--- config.mk ---
export PLATFORM = sky130hd
export DESIGN_NAME = uart_rx_os
export DESIGN_NICKNAME = d
export VERILOG_FILES = /design/src/rtl/uart_pkg.sv /design/src/rtl/uart_baud_tick.sv /design/src/rtl/uart_rx_os.sv
export SDC_FILE = /design/constraint.sdc
export NUM_CORES = 1
export LEC_CHECK = 0
export CAP_MARGIN = 20
export CELL_PAD_IN_SITES_DETAIL_PLACEMENT = 1
export CELL_PAD_IN_SITES_GLOBAL_PLACEMENT = 1
export CORE_UTILIZATION = 39
export CTS_CLUSTER_SIZE = 8
export DETAILED_ROUTE_END_ITERATION = 16
export GPL_ROUTABILITY_DRIVEN = 0
export PLACE_DENSITY_LB_ADDON = 0.1
export SLEW_MARGIN = 25
export SYNTH_ARGS = -nofsm -noshare
export SYNTH_HDL_FRONTEND = slang
export SYNTH_SLANG_ARGS = --single-unit
--- constraint.sdc ---
create_clock -name clk -period 1.9 [get_ports clk]
set_clock_uncertainty 0.15 [all_clocks]
set_input_delay 0.285 -clock clk [delete_from_list [all_inputs] [get_ports clk]]
set_output_delay 0.285 -clock clk [all_outputs]
set_load 0.005 [all_outputs]
--- src/rtl/uart_pkg.sv ---
// Shared UART definitions: state encodings, frame width and default timing.
// Used by both the RX and TX stages.
package uart_pkg;

    typedef enum logic [2:0] {
        ST_IDLE  = 3'd0,
        ST_START = 3'd1,
        ST_DATA  = 3'd2,
        ST_STOP  = 3'd3,
        ST_BREAK = 3'd4
    } uart_state_t;

    localparam int unsigned DATA_BITS          = 8;
    localparam int unsigned DEFAULT_TICK_DIV   = 54;
    localparam int unsigned DEFAULT_OVERSAMPLE = 16;

endpackage

--- src/rtl/uart_baud_tick.sv ---
// Free-running oversample tick divider; clr restarts the count so the
// sampling phase can be aligned to an external event.
module uart_baud_tick #(
    parameter int unsigned TICK_DIV = uart_pkg::DEFAULT_TICK_DIV
) (
    input  logic clk,
    input  logic rst,
    input  logic clr,
    output logic tick
);

    localparam int unsigned W = $clog2(TICK_DIV);
    localparam logic [W-1:0] LAST = W'(TICK_DIV - 1);

    logic [W-1:0] r_div;

    always_ff @(posedge clk) begin
        if (rst || clr) begin
            r_div <= '0;
        end else if (r_div == LAST) begin
            r_div <= '0;
        end else begin
            r_div <= r_div + W'(1);
        end
    end

    assign tick = (r_div == LAST) && !clr;

endmodule

--- src/rtl/uart_rx_os.sv ---
// Oversampling 8N1 UART receiver: 2-FF input synchronizer, tick divider
// aligned to the start edge, and a single registered FSM for framing.
module uart_rx_os
    import uart_pkg::*;
#(
    parameter int unsigned TICK_DIV   = DEFAULT_TICK_DIV,
    parameter int unsigned OVERSAMPLE = DEFAULT_OVERSAMPLE
) (
    input  logic                 clk,
    input  logic                 rst,
    input  logic                 rx,
    output logic [DATA_BITS-1:0] dout,
    output logic                 done,
    output logic                 frame_err,
    output logic                 busy
);

    localparam int unsigned SW = $clog2(OVERSAMPLE);
    localparam logic [SW-1:0] MID = SW'(OVERSAMPLE / 2 - 1);
    localparam logic [2:0] LAST_BIT = 3'(DATA_BITS - 1);

    uart_state_t          r_state;
    logic                 r_rx_meta;
    logic                 r_rx_s;
    logic [SW-1:0]        r_smp;
    logic [2:0]           r_bit_idx;
    logic [DATA_BITS-1:0] r_shreg;
    logic [DATA_BITS-1:0] r_dout;
    logic                 r_done;
    logic                 r_frame_err;
    logic                 r_busy;
    logic                 w_tick;
    logic                 w_clr;
    logic                 w_mid;

    always_ff @(posedge clk) begin
        if (rst) begin
            r_rx_meta <= 1'b1;
            r_rx_s    <= 1'b1;
        end else begin
            r_rx_meta <= rx;
            r_rx_s    <= r_rx_meta;
        end
    end

    // Divider restarts on the same cycle the start edge is detected.
    assign w_clr = (r_state == ST_IDLE) && !r_rx_s;
    assign w_mid = w_tick && (r_smp == MID);

    uart_baud_tick #(
        .TICK_DIV(TICK_DIV)
    ) u_baud_tick (
        .clk (clk),
        .rst (rst),
        .clr (w_clr),
        .tick(w_tick)
    );

    always_ff @(posedge clk) begin
        if (rst) begin
            r_state     <= ST_IDLE;
            r_smp       <= '0;
            r_bit_idx   <= '0;
            r_shreg     <= '0;
            r_dout      <= '0;
            r_done      <= 1'b0;
            r_frame_err <= 1'b0;
            r_busy      <= 1'b0;
        end else begin
            r_done      <= 1'b0;
            r_frame_err <= 1'b0;
            // Sample counter runs continuously from the start edge, so each
            // later bit midpoint lands exactly OVERSAMPLE ticks after the last.
            if (r_state != ST_IDLE && w_tick) begin
                r_smp <= r_smp + SW'(1);
            end
            case (r_state)
                ST_IDLE: begin
                    if (!r_rx_s) begin
                        r_state   <= ST_START;
                        r_smp     <= '0;
                        r_bit_idx <= '0;
                        r_busy    <= 1'b1;
                    end
                end
                ST_START: begin
                    if (w_mid) begin
                        if (r_rx_s) begin
                            r_state <= ST_IDLE;
                            r_busy  <= 1'b0;
                        end else begin
                            r_state   <= ST_DATA;
                            r_bit_idx <= '0;
                        end
                    end
                end
                ST_DATA: begin
                    if (w_mid) begin
                        r_shreg   <= {r_rx_s, r_shreg[DATA_BITS-1:1]};
                        r_bit_idx <= r_bit_idx + 3'd1;
                        if (r_bit_idx == LAST_BIT) begin
                            r_state <= ST_STOP;
                        end
                    end
                end
                ST_STOP: begin
                    if (w_mid) begin
                        if (r_rx_s) begin
                            r_dout  <= r_shreg;
                            r_done  <= 1'b1;
                            r_state <= ST_IDLE;
                            r_busy  <= 1'b0;
                        end else begin
                            r_frame_err <= 1'b1;
                            r_state     <= ST_BREAK;
                        end
                    end
                end
                ST_BREAK: begin
                    if (w_tick && r_rx_s) begin
                        r_state <= ST_IDLE;
                        r_busy  <= 1'b0;
                    end
                end
                default: begin
                    r_state <= ST_IDLE;
                    r_busy  <= 1'b0;
                end
            endcase
        end
    end

    assign dout      = r_dout;
    assign done      = r_done;
    assign frame_err = r_frame_err;
    assign busy      = r_busy;

endmodule

==> impl_metrics.toml, run 1 <==
[outcome]
status = "complete, no violations"

[cts]
clk_latency_ns = 0.29
cts_root_buf = "clkbuf_8"
clk_path_buf_depth = 2
postCtsHoldBufs = 0
clk_pin_slew_ns = 0.07
cts_made_buffers = 5
cts_max_level = 2
clock-sinks = 37
cts_tree = "done"

[synthesis]
yosys_warnings = 0
synthArstFlopShare_pct = 0
yosysSeqAreaShare_pct = 44.98
synth_flop_cell = "dfxtp_1"
syn_area_um2 = 1647
synth_fp_nets = 176
synth_area_per_cell_um2 = 9.801
synthCells = 168
synth_seq_cells = 37
synth_cell_types = 40
synth_edf_count = 0

[floorplan]
rows = 23
fp.dieW_um = 66.98
die_y_um = 66.98
die-area_um2 = 4486
fp.coreArea_um2 = 4029
ios = 14
start_util_pct = 40.87

[placement]
dp_hpwl_um = 2713
placed_cells_incl_taps = 240
pre_cts_ws_ns = -0.06813
portBuffers = 13
postPlaceCellArea_um2 = 1988

[final_layout]
fin_util_pct = 53.29
finish.instance_area_um2 = 2147
fin_nets = 206
drive_above_1_share_pct = 24.12
instances_no_fill = 249
area_delta_synth_final_pct = 30.40
n_antenna_cell = 0

[sta]
grt_setup_unrepaired = "true"
setup_viol = 0
drv_slew = 0
hold_viol = 0
final.period_utilization_pct = 99.36
relSlewSlack_pct = 71.31
timing.final.ws_setup_ns = 0.01212
finalCriticalPeriod_ns = 1.888
tightest_slew_ns = 0.4275
whs_ns = 0.2695
timing.fmax_ghz = 0.5297

[grt]
grt_pass1_wl_um = 6279
grt_pass1_vias = 1392
grt_usage_pct = 19.18
overflow = 0
antenna_found_initial = 0
grt_max_degree = 34

[route]
via_per_inst = 5.149
routed_wl_um = 3659
routedWlPerCell_um = 14.69
first_iter_violations = 46
ant_nets = 0
firstDrtPassIters = 4
drc_errors = 0
dr_total_vias = 1282

[power]
power.density_nw_per_um2 = 736.6
power.leakage_nw = 0.7531
max-vdd-ir-drop_mv = 0.3785

[worst_setup_path]
cp_max_fo = 5
cp_slowest_cell = "or4_4"
path_class = "flip-flop to flip-flop"
crit_family = "simple AND/OR/NAND/NOR gates"
max_stage_delay_ns = 0.41
required_ns = 1.97
worst-path-buf-inv = 2
start_kind = "flip-flop"
critical_path_arrival_ns = 1.96
path_cells = "inv_2 -> ha_4 -> nand4_4 -> or3_4 -> buf_6 -> or4_4 -> a21oi_2"
cp-end-kind = "flip-flop"

[worst_hold_path]
hold_class = "flip-flop to flip-flop"

[job]
drv_cap = 0
## final timing paths
check / startpoint / to / slack [ns] / depth (start not counted)
worst max-delay path: u_baud_tick.r_div[1] / r_state[1] / 0.01 / 7
worst min-delay path: r_rx_meta / r_rx_s / 0.27 / 1
worst max register to register: u_baud_tick.r_div[1] / r_state[1] / 0.01 / 7
worst min register to register: r_rx_meta / r_rx_s / 0.27 / 1
## state kept, by name, indices dropped and copies added (netlist names)
name	cells
busy	1
done	1
dout	8
frame_err	1
r_bit_idx	3
r_rx_meta	1
r_rx_s	1
r_shreg	8
r_smp	4
r_state	3
u_baud_tick.r_div	6
## routing by layer
metal | global-route usage [%] | wire (um) | vias to the layer above
met5 | 0 | 0 | -
met4 | 6.383 | 8 | 0
met3 | 5.651 | 108 | 2
met2 | 35.86 | 1991 | 18
met1 | 20.10 | 1551 | 618
li1 | - | - | 644
## cells in the final DEF, fill, tap and decap left out, drive strengths merged, types with 2 or more instances in the layout
| cell type | count |
|---|---|
| clkbuf | 7 |
| o21ai | 4 |
| or2 | 5 |
| a21oi | 2 |
| xor2 | 2 |
| nor4 | 5 |
| ha | 5 |
| buf | 20 |
| nor3 | 4 |
| a211oi | 2 |
| nand3 | 4 |
| nor2 | 23 |
| a32o | 2 |
| mux2i | 18 |
| dfxtp | 37 |
| nand2 | 4 |
| nor2b | 2 |
| nand2b | 17 |
| xnor2 | 5 |
| inv | 2 |
| clkdlybuf4s50 | 13 |
## layout make-up
| type | instances | area (um^2) |
|---|---|---|
| Sequential cell | 37 | 745.7 |
| Inverter | 2 | 7.507 |
| Fill cell | 448 | 1882 |
| Timing Repair Buffer | 33 | 321.6 |
| Clock inverter | 1 | 30.03 |
| Multi-Input combinational cell | 119 | 893.4 |
| Clock buffer | 7 | 86.33 |
| Tap cell | 50 | 62.56 |
## metrics by stage
| stage | TNS [ns] | power (mW) |
|---|---|---|
| CTS | -0.006783 | 1.608 |
| global placement | 0 | 0.8962 |
| global route | -0.3818 | 1.650 |
| finish | 0 | 1.581 |
| detailed placement | -0.2538 | 0.9005 |
| floorplan | -0.8706 | 0.8610 |
## Yosys cell counts, drive strengths merged (2+ instances only)
master / count / area [um^2]
buf: 3 / 20.01
clkbuf: 7 / 26.28
nand3: 4 / 20.02
nand2: 4 / 15.01
mux2i: 18 / 180.2
ha: 5 / 62.56
nor2: 23 / 86.33
nor2b: 2 / 12.51
xnor2: 5 / 43.79
o21ai: 4 / 20.01
nand2b: 17 / 106.4
a211oi: 2 / 15.01
dfxtp: 37 / 740.7
or2: 5 / 31.28
a32o: 2 / 20.02
xor2: 2 / 17.52
inv: 2 / 7.510
nor3: 4 / 31.28
nor4: 5 / 46.29
a21oi: 2 / 10.01
## logic make-up (layout without fill, tap and decap cells)
group / Yosys count / after routing / synth area share [%]
buffers and inverters: 12 / 43 / 3.267
muxes: 18 / 18 / 10.94
xor gates and xnor gates: 7 / 7 / 3.723
adders and majority gates: 5 / 5 / 3.799
and+or+nand+nor: 72 / 72 / 25.84
DFF: 37 / 37 / 44.98
AOI/OAI and AO/OA: 17 / 17 / 7.447
## report_power, final
group          internal [mW]  switching (mW)  total (mW)
combinational         0.0451          0.0392      0.0843
clock                  0.428           0.272       0.700
sequential             0.788         0.00920       0.797
## what timing repair did
action | 4_1_cts | 5_1_grt
pin swaps | 3 | 1
buffers inserted | 1 | 0
setup endpoints to repair | 11 | 12
gates resized for setup | 8 | 1
cloned | 0 | 0
(Power assumes the default switching activity.)
==> inputs of run 2 (changes only) <==
--- a/config.mk
+++ b/config.mk
@@ -8,12 +8,13 @@
 export CAP_MARGIN = 20
 export CELL_PAD_IN_SITES_DETAIL_PLACEMENT = 1
 export CELL_PAD_IN_SITES_GLOBAL_PLACEMENT = 1
+export CORE_ASPECT_RATIO = 0.7
 export CORE_UTILIZATION = 39
 export CTS_CLUSTER_SIZE = 8
 export DETAILED_ROUTE_END_ITERATION = 16
 export GPL_ROUTABILITY_DRIVEN = 0
 export PLACE_DENSITY_LB_ADDON = 0.1
-export SLEW_MARGIN = 25
+export SLEW_MARGIN = 20
 export SYNTH_ARGS = -nofsm -noshare
 export SYNTH_HDL_FRONTEND = slang
 export SYNTH_SLANG_ARGS = --single-unit
==> impl_metrics.toml, run 2 (synthesis results as in run 1) <==
[cts]
clk_pin_slew_ns = 0.07
clk_latency_ns = 0.30
cts_made_buffers = 5
clk_path_buf_depth = 2
cts_root_buf = "clkbuf_8"
cts_max_level = 2
clock-sinks = 37
cts_tree = "done"

[grt]
grt_pass1_vias = 1347
antenna_found_initial = 0
grt_most_used_layer = "met2"
grt_max_degree = 19
grt_use_met1_pct = 23.99
grtUsageMet2_pct = 31.14
grt.met3_usage_pct = 5.366
overflow = 0
grt_pass1_wl_um = 6486
grt_usage_pct = 19.44

[job]
drv_cap = 0

[power]
p_int_mw = 1.120
max-vdd-ir-drop_mv = 0.4870
clkPwrFrac_pct = 38.9
power.density_nw_per_um2 = 676.0
seqPwrFrac_pct = 55.0
power.switching_uw = 325.1
power_frac_comb_pct = 6.1
power.leakage_nw = 0.7461
p_sw_share_pct = 22.49
finalPower_mw = 1.446

[sta]
setup_viol = 0
tightest_slew_ns = 0.4729
drv_slew = 0
grt_setup_unrepaired = "true"
timing.fmax_ghz = 0.5345
final.period_utilization_pct = 98.47
finalCriticalPeriod_ns = 1.871
timing.final.ws_setup_ns = 0.02912
hold_viol = 0
relSlewSlack_pct = 68.26

[worst_setup_path]
cp_max_fo = 6
cp_slowest_cell = "or4_1"
path_cells = "ha_4 -> nand3b_1 -> or3_4 -> buf_6 -> or4_1 -> a21oi_1"
worst-path-buf-inv = 1
start_kind = "flip-flop"
critical_path_arrival_ns = 1.96
max_stage_delay_ns = 0.40
cp-end-kind = "flip-flop"
crit_family = "simple AND/OR/NAND/NOR gates"
required_ns = 1.98
path_class = "flip-flop to flip-flop"

[final_layout]
n_antenna_cell = 0
fin_util_pct = 53.54
drive_above_1_share_pct = 24.00
mostFrequentLayoutCell = "dfxtp_1"
fin_nets = 208
finish.instance_area_um2 = 2138
fill_cells = 440
mostFrequentLayoutCells = "dfxtp_1 (33), nor2_1 (23), mux2i_1 (18), buf_4 (18), nand2b_1 (17)"
area_delta_synth_final_pct = 29.86

[route]
routedWlPerCell_um = 14.94
drc_errors = 0
via_per_inst = 5.163
firstDrtPassIters = 4
dr_total_vias = 1301
first_iter_violations = 49
ant_nets = 0
routed_wl_um = 3765

[floorplan]
fp.dieW_um = 79.66
die_y_um = 56.37
start_util_pct = 41.23
die-area_um2 = 4490
fp.coreArea_um2 = 3994
ios = 14
rows = 19

[worst_hold_path]
hold_class = "flip-flop to flip-flop"

[placement]
portBuffers = 13
postPlaceCellArea_um2 = 1983
pre_cts_ws_ns = -0.01857
dp_hpwl_um = 2696

[outcome]
status = "complete, no violations"
## run 2: timing repair
item                                    CTS  global route
endpoints found under the setup margin   10            21
pin swaps                                 4             3
setup buffers                             3             1
endpoints found under the hold margin     0             0
hold buffers                              0             0
resized for setup                         5             4
## run 2: power groups by stage
stage / Clock [mW] / Combinational [mW] / Sequential [mW]
6_report: 0.563 / 0.0878 / 0.795
3_3_place_gp: 0 / 0.0806 / 0.813
3_5_place_dp: 0 / 0.0842 / 0.814
4_1_cts: 0.589 / 0.0878 / 0.796
5_1_grt: 0.617 / 0.0987 / 0.796
2_1_floorplan: 0 / 0.0467 / 0.814
## run 2: cell type report
type | instances | area (um^2) | share of cell area [%]
inverter | 2 | 7.507 | 0.3511
clock inverter | 1 | 7.507 | 0.3511
tap | 52 | 65.06 | 3.043
multi-input combinational | 119 | 890.9 | 41.66
sequential | 37 | 748.2 | 34.99
clock buffer | 6 | 82.58 | 3.862
timing repair buffer | 35 | 336.6 | 15.74
## run 2: final timing paths
path / end / cells after the start / start / slack (ns)
max reg2reg: r_state[1] / 6 / r_smp[0] / 0.03
min: r_rx_s / 1 / r_rx_meta / 0.26
min reg2reg: r_rx_s / 1 / r_rx_meta / 0.26
max: r_state[1] / 6 / r_smp[0] / 0.03
## run 2: layer usage
metal	vias up	wire length, um	share of wire [%]
li1	647	-	-
met1	630	1852	49
met2	16	1733	46
met3	8	98	2.6
met4	0	80	2.1
met5	-	0	0
## run 2: through the flow
| step | hold slack, ns | instances | TNS (ns) |
|---|---|---|---|
| after floorplan | 0.2388 | 168 | -0.8706 |
| after global placement | 0.2478 | 241 | 0 |
| after detailed placement | 0.2493 | 241 | -0.05129 |
| after CTS | 0.2638 | 251 | -0.06644 |
| after global routing | 0.2887 | 252 | -0.03328 |
| final | 0.2554 | 252 | 0 |
==> inputs of run 3 (changes only) <==
--- a/config.mk
+++ b/config.mk
@@ -14,6 +14,7 @@
 export DETAILED_ROUTE_END_ITERATION = 16
 export GPL_ROUTABILITY_DRIVEN = 0
 export PLACE_DENSITY_LB_ADDON = 0.1
+export RECOVER_POWER = 100
 export SLEW_MARGIN = 20
 export SYNTH_ARGS = -nofsm -noshare
 export SYNTH_HDL_FRONTEND = slang
==> impl_metrics.toml, run 3 (synthesis results as in run 1) <==
[worst_setup_path]
cp_max_fo = 6
path_cells = "ha_4 -> nand3b_1 -> or3_4 -> buf_6 -> or4_1 -> a21oi_1"
required_ns = 1.98
cp-end-kind = "flip-flop"
crit_family = "simple AND/OR/NAND/NOR gates"
worstReg2RegStart = "r_smp[0]"
start_kind = "flip-flop"
path_class = "flip-flop to flip-flop"
worstRegToRegCells = 6
max_stage_delay_ns = 0.40
critical_path_arrival_ns = 1.96
worst-path-buf-inv = 1
cp_slowest_cell = "or4_1"
r2r_setup_slack_ns = 0.03
timing.rr.end = "r_state[1]"

[grt]
grt_pass1_wl_um = 6486
grt_usage_pct = 19.44
overflow = 0
antenna_found_initial = 0
grt_max_degree = 19
grt_pass1_vias = 1347

[final_layout]
drive_above_1_share_pct = 23.50
fin_util_pct = 53.45
instances_no_fill = 252
n_antenna_cell = 0
mostFrequentLayoutCell = "dfxtp_1"
finish.instance_area_um2 = 2135
fill_cells = 442
area_delta_synth_final_pct = 29.64
mostFrequentLayoutCells = "dfxtp_1 (33), nor2_1 (23), mux2i_1 (18)"
seqCellArea_um2 = 748.2
fin_nets = 208
multi_input_area_um2 = 890.9

[outcome]
status = "complete, no violations"

[placement]
portBuffers = 13
pre_cts_ws_ns = -0.01857
postPlaceCellArea_um2 = 1983
placed_cells_incl_taps = 241
dp_hpwl_um = 2696

[route]
routed_wl_um = 3763
drc_errors = 0
first_iter_violations = 30
via_per_inst = 5.175
dr_total_vias = 1304
ant_nets = 0
firstDrtPassIters = 4
routedWlPerCell_um = 14.93

[cts]
clk_path_buf_depth = 2
cts_root_buf = "clkbuf_8"
clock-sinks = 37
cts_max_level = 2
clk_pin_slew_ns = 0.07
cts_tree = "done"
cts_made_buffers = 5
clk_latency_ns = 0.30

[power]
p_sw_share_pct = 22.52
power_frac_comb_pct = 6.0
clkPwrFrac_pct = 39.0
p_int_mw = 1.119
power.density_nw_per_um2 = 676.7
max-vdd-ir-drop_mv = 0.4870
finalPower_mw = 1.444
power.leakage_nw = 0.7751
power.switching_uw = 325.3
seqPwrFrac_pct = 55.0

[floorplan]
fp.dieW_um = 79.66
die-area_um2 = 4490
rows = 19
start_util_pct = 41.23
ios = 14
fp.coreArea_um2 = 3994
die_y_um = 56.37

[worst_hold_path]
min_to = "r_rx_s"
hold_class = "flip-flop to flip-flop"
worstHoldStart = "r_rx_meta"
min_path_cells = 1

[sta]
grt_setup_unrepaired = "true"
tightest_slew_ns = 0.6384
whs_ns = 0.2552
hold_viol = 0
setup_tns_ns = 0
timing.final.ws_setup_ns = 0.02864
setup_viol = 0
relSlewSlack_pct = 57.44
finalCriticalPeriod_ns = 1.871
drv_slew = 0
timing.fmax_ghz = 0.5344
final.period_utilization_pct = 98.49

[job]
drv_cap = 0
run 3: changes by cell type in the layout (fill, tap and decap cells not counted):
cell             before  now
dlygate4sd3_1         0   10
clkdlybuf4s50_1      13    3
buf_4                18   17
clkbuf_1              0    1
run 3: what timing repair did:
action                                  CTS  global route
buffers inserted                          3             1
pin swaps                                 4             3
gates cloned                              0             0
hold buffers                              0             0
endpoints found under the setup margin   10            21
gates resized for setup                   5             4
run 3: power by group through the flow:
stage                     Sequential, mW  Combinational, mW  Clock [mW]
after floorplan                    0.814             0.0467           0
after global placement             0.813             0.0806           0
after detailed placement           0.814             0.0842           0
after CTS                          0.796             0.0878       0.589
after global routing               0.796             0.0973       0.617
final                              0.795             0.0867       0.563
run 3: cell type report:
class | count | share of cell area [%]
tap | 52 | 3.048
inverter | 2 | 0.3517
multi-input combinational | 119 | 41.73
sequential | 37 | 35.05
timing repair buffer | 35 | 15.59
clock inverter | 1 | 0.3517
clock buffer | 6 | 3.869
run 3: layer usage:
| layer | track usage, % | vias up | share of wire [%] |
|---|---|---|---|
| met3 | 5.366 | 8 | 2.7 |
| li1 | - | 649 | - |
| met2 | 31.14 | 18 | 46 |
| met5 | 0 | - | 0 |
| met4 | 9.351 | 0 | 2.1 |
| met1 | 23.99 | 629 | 49 |
run 3: worst max path at each step:
| stage | start | endpoint | slack, ns | cells past startpoint |
|---|---|---|---|---|
| detailed placement | u_baud_tick.r_div[1] | dout[0] | -0.02 | 8 |
| global placement | u_baud_tick.r_div[1] | r_state[1] | 0.02 | 7 |
| finish | r_smp[0] | r_state[1] | 0.03 | 6 |
| floorplan | u_baud_tick.r_div[1] | r_bit_idx[1] | -0.14 | 7 |
| global route | r_smp[0] | dout[1] | -0.02 | 7 |
| CTS | r_smp[0] | dout[0] | -0.03 | 7 |
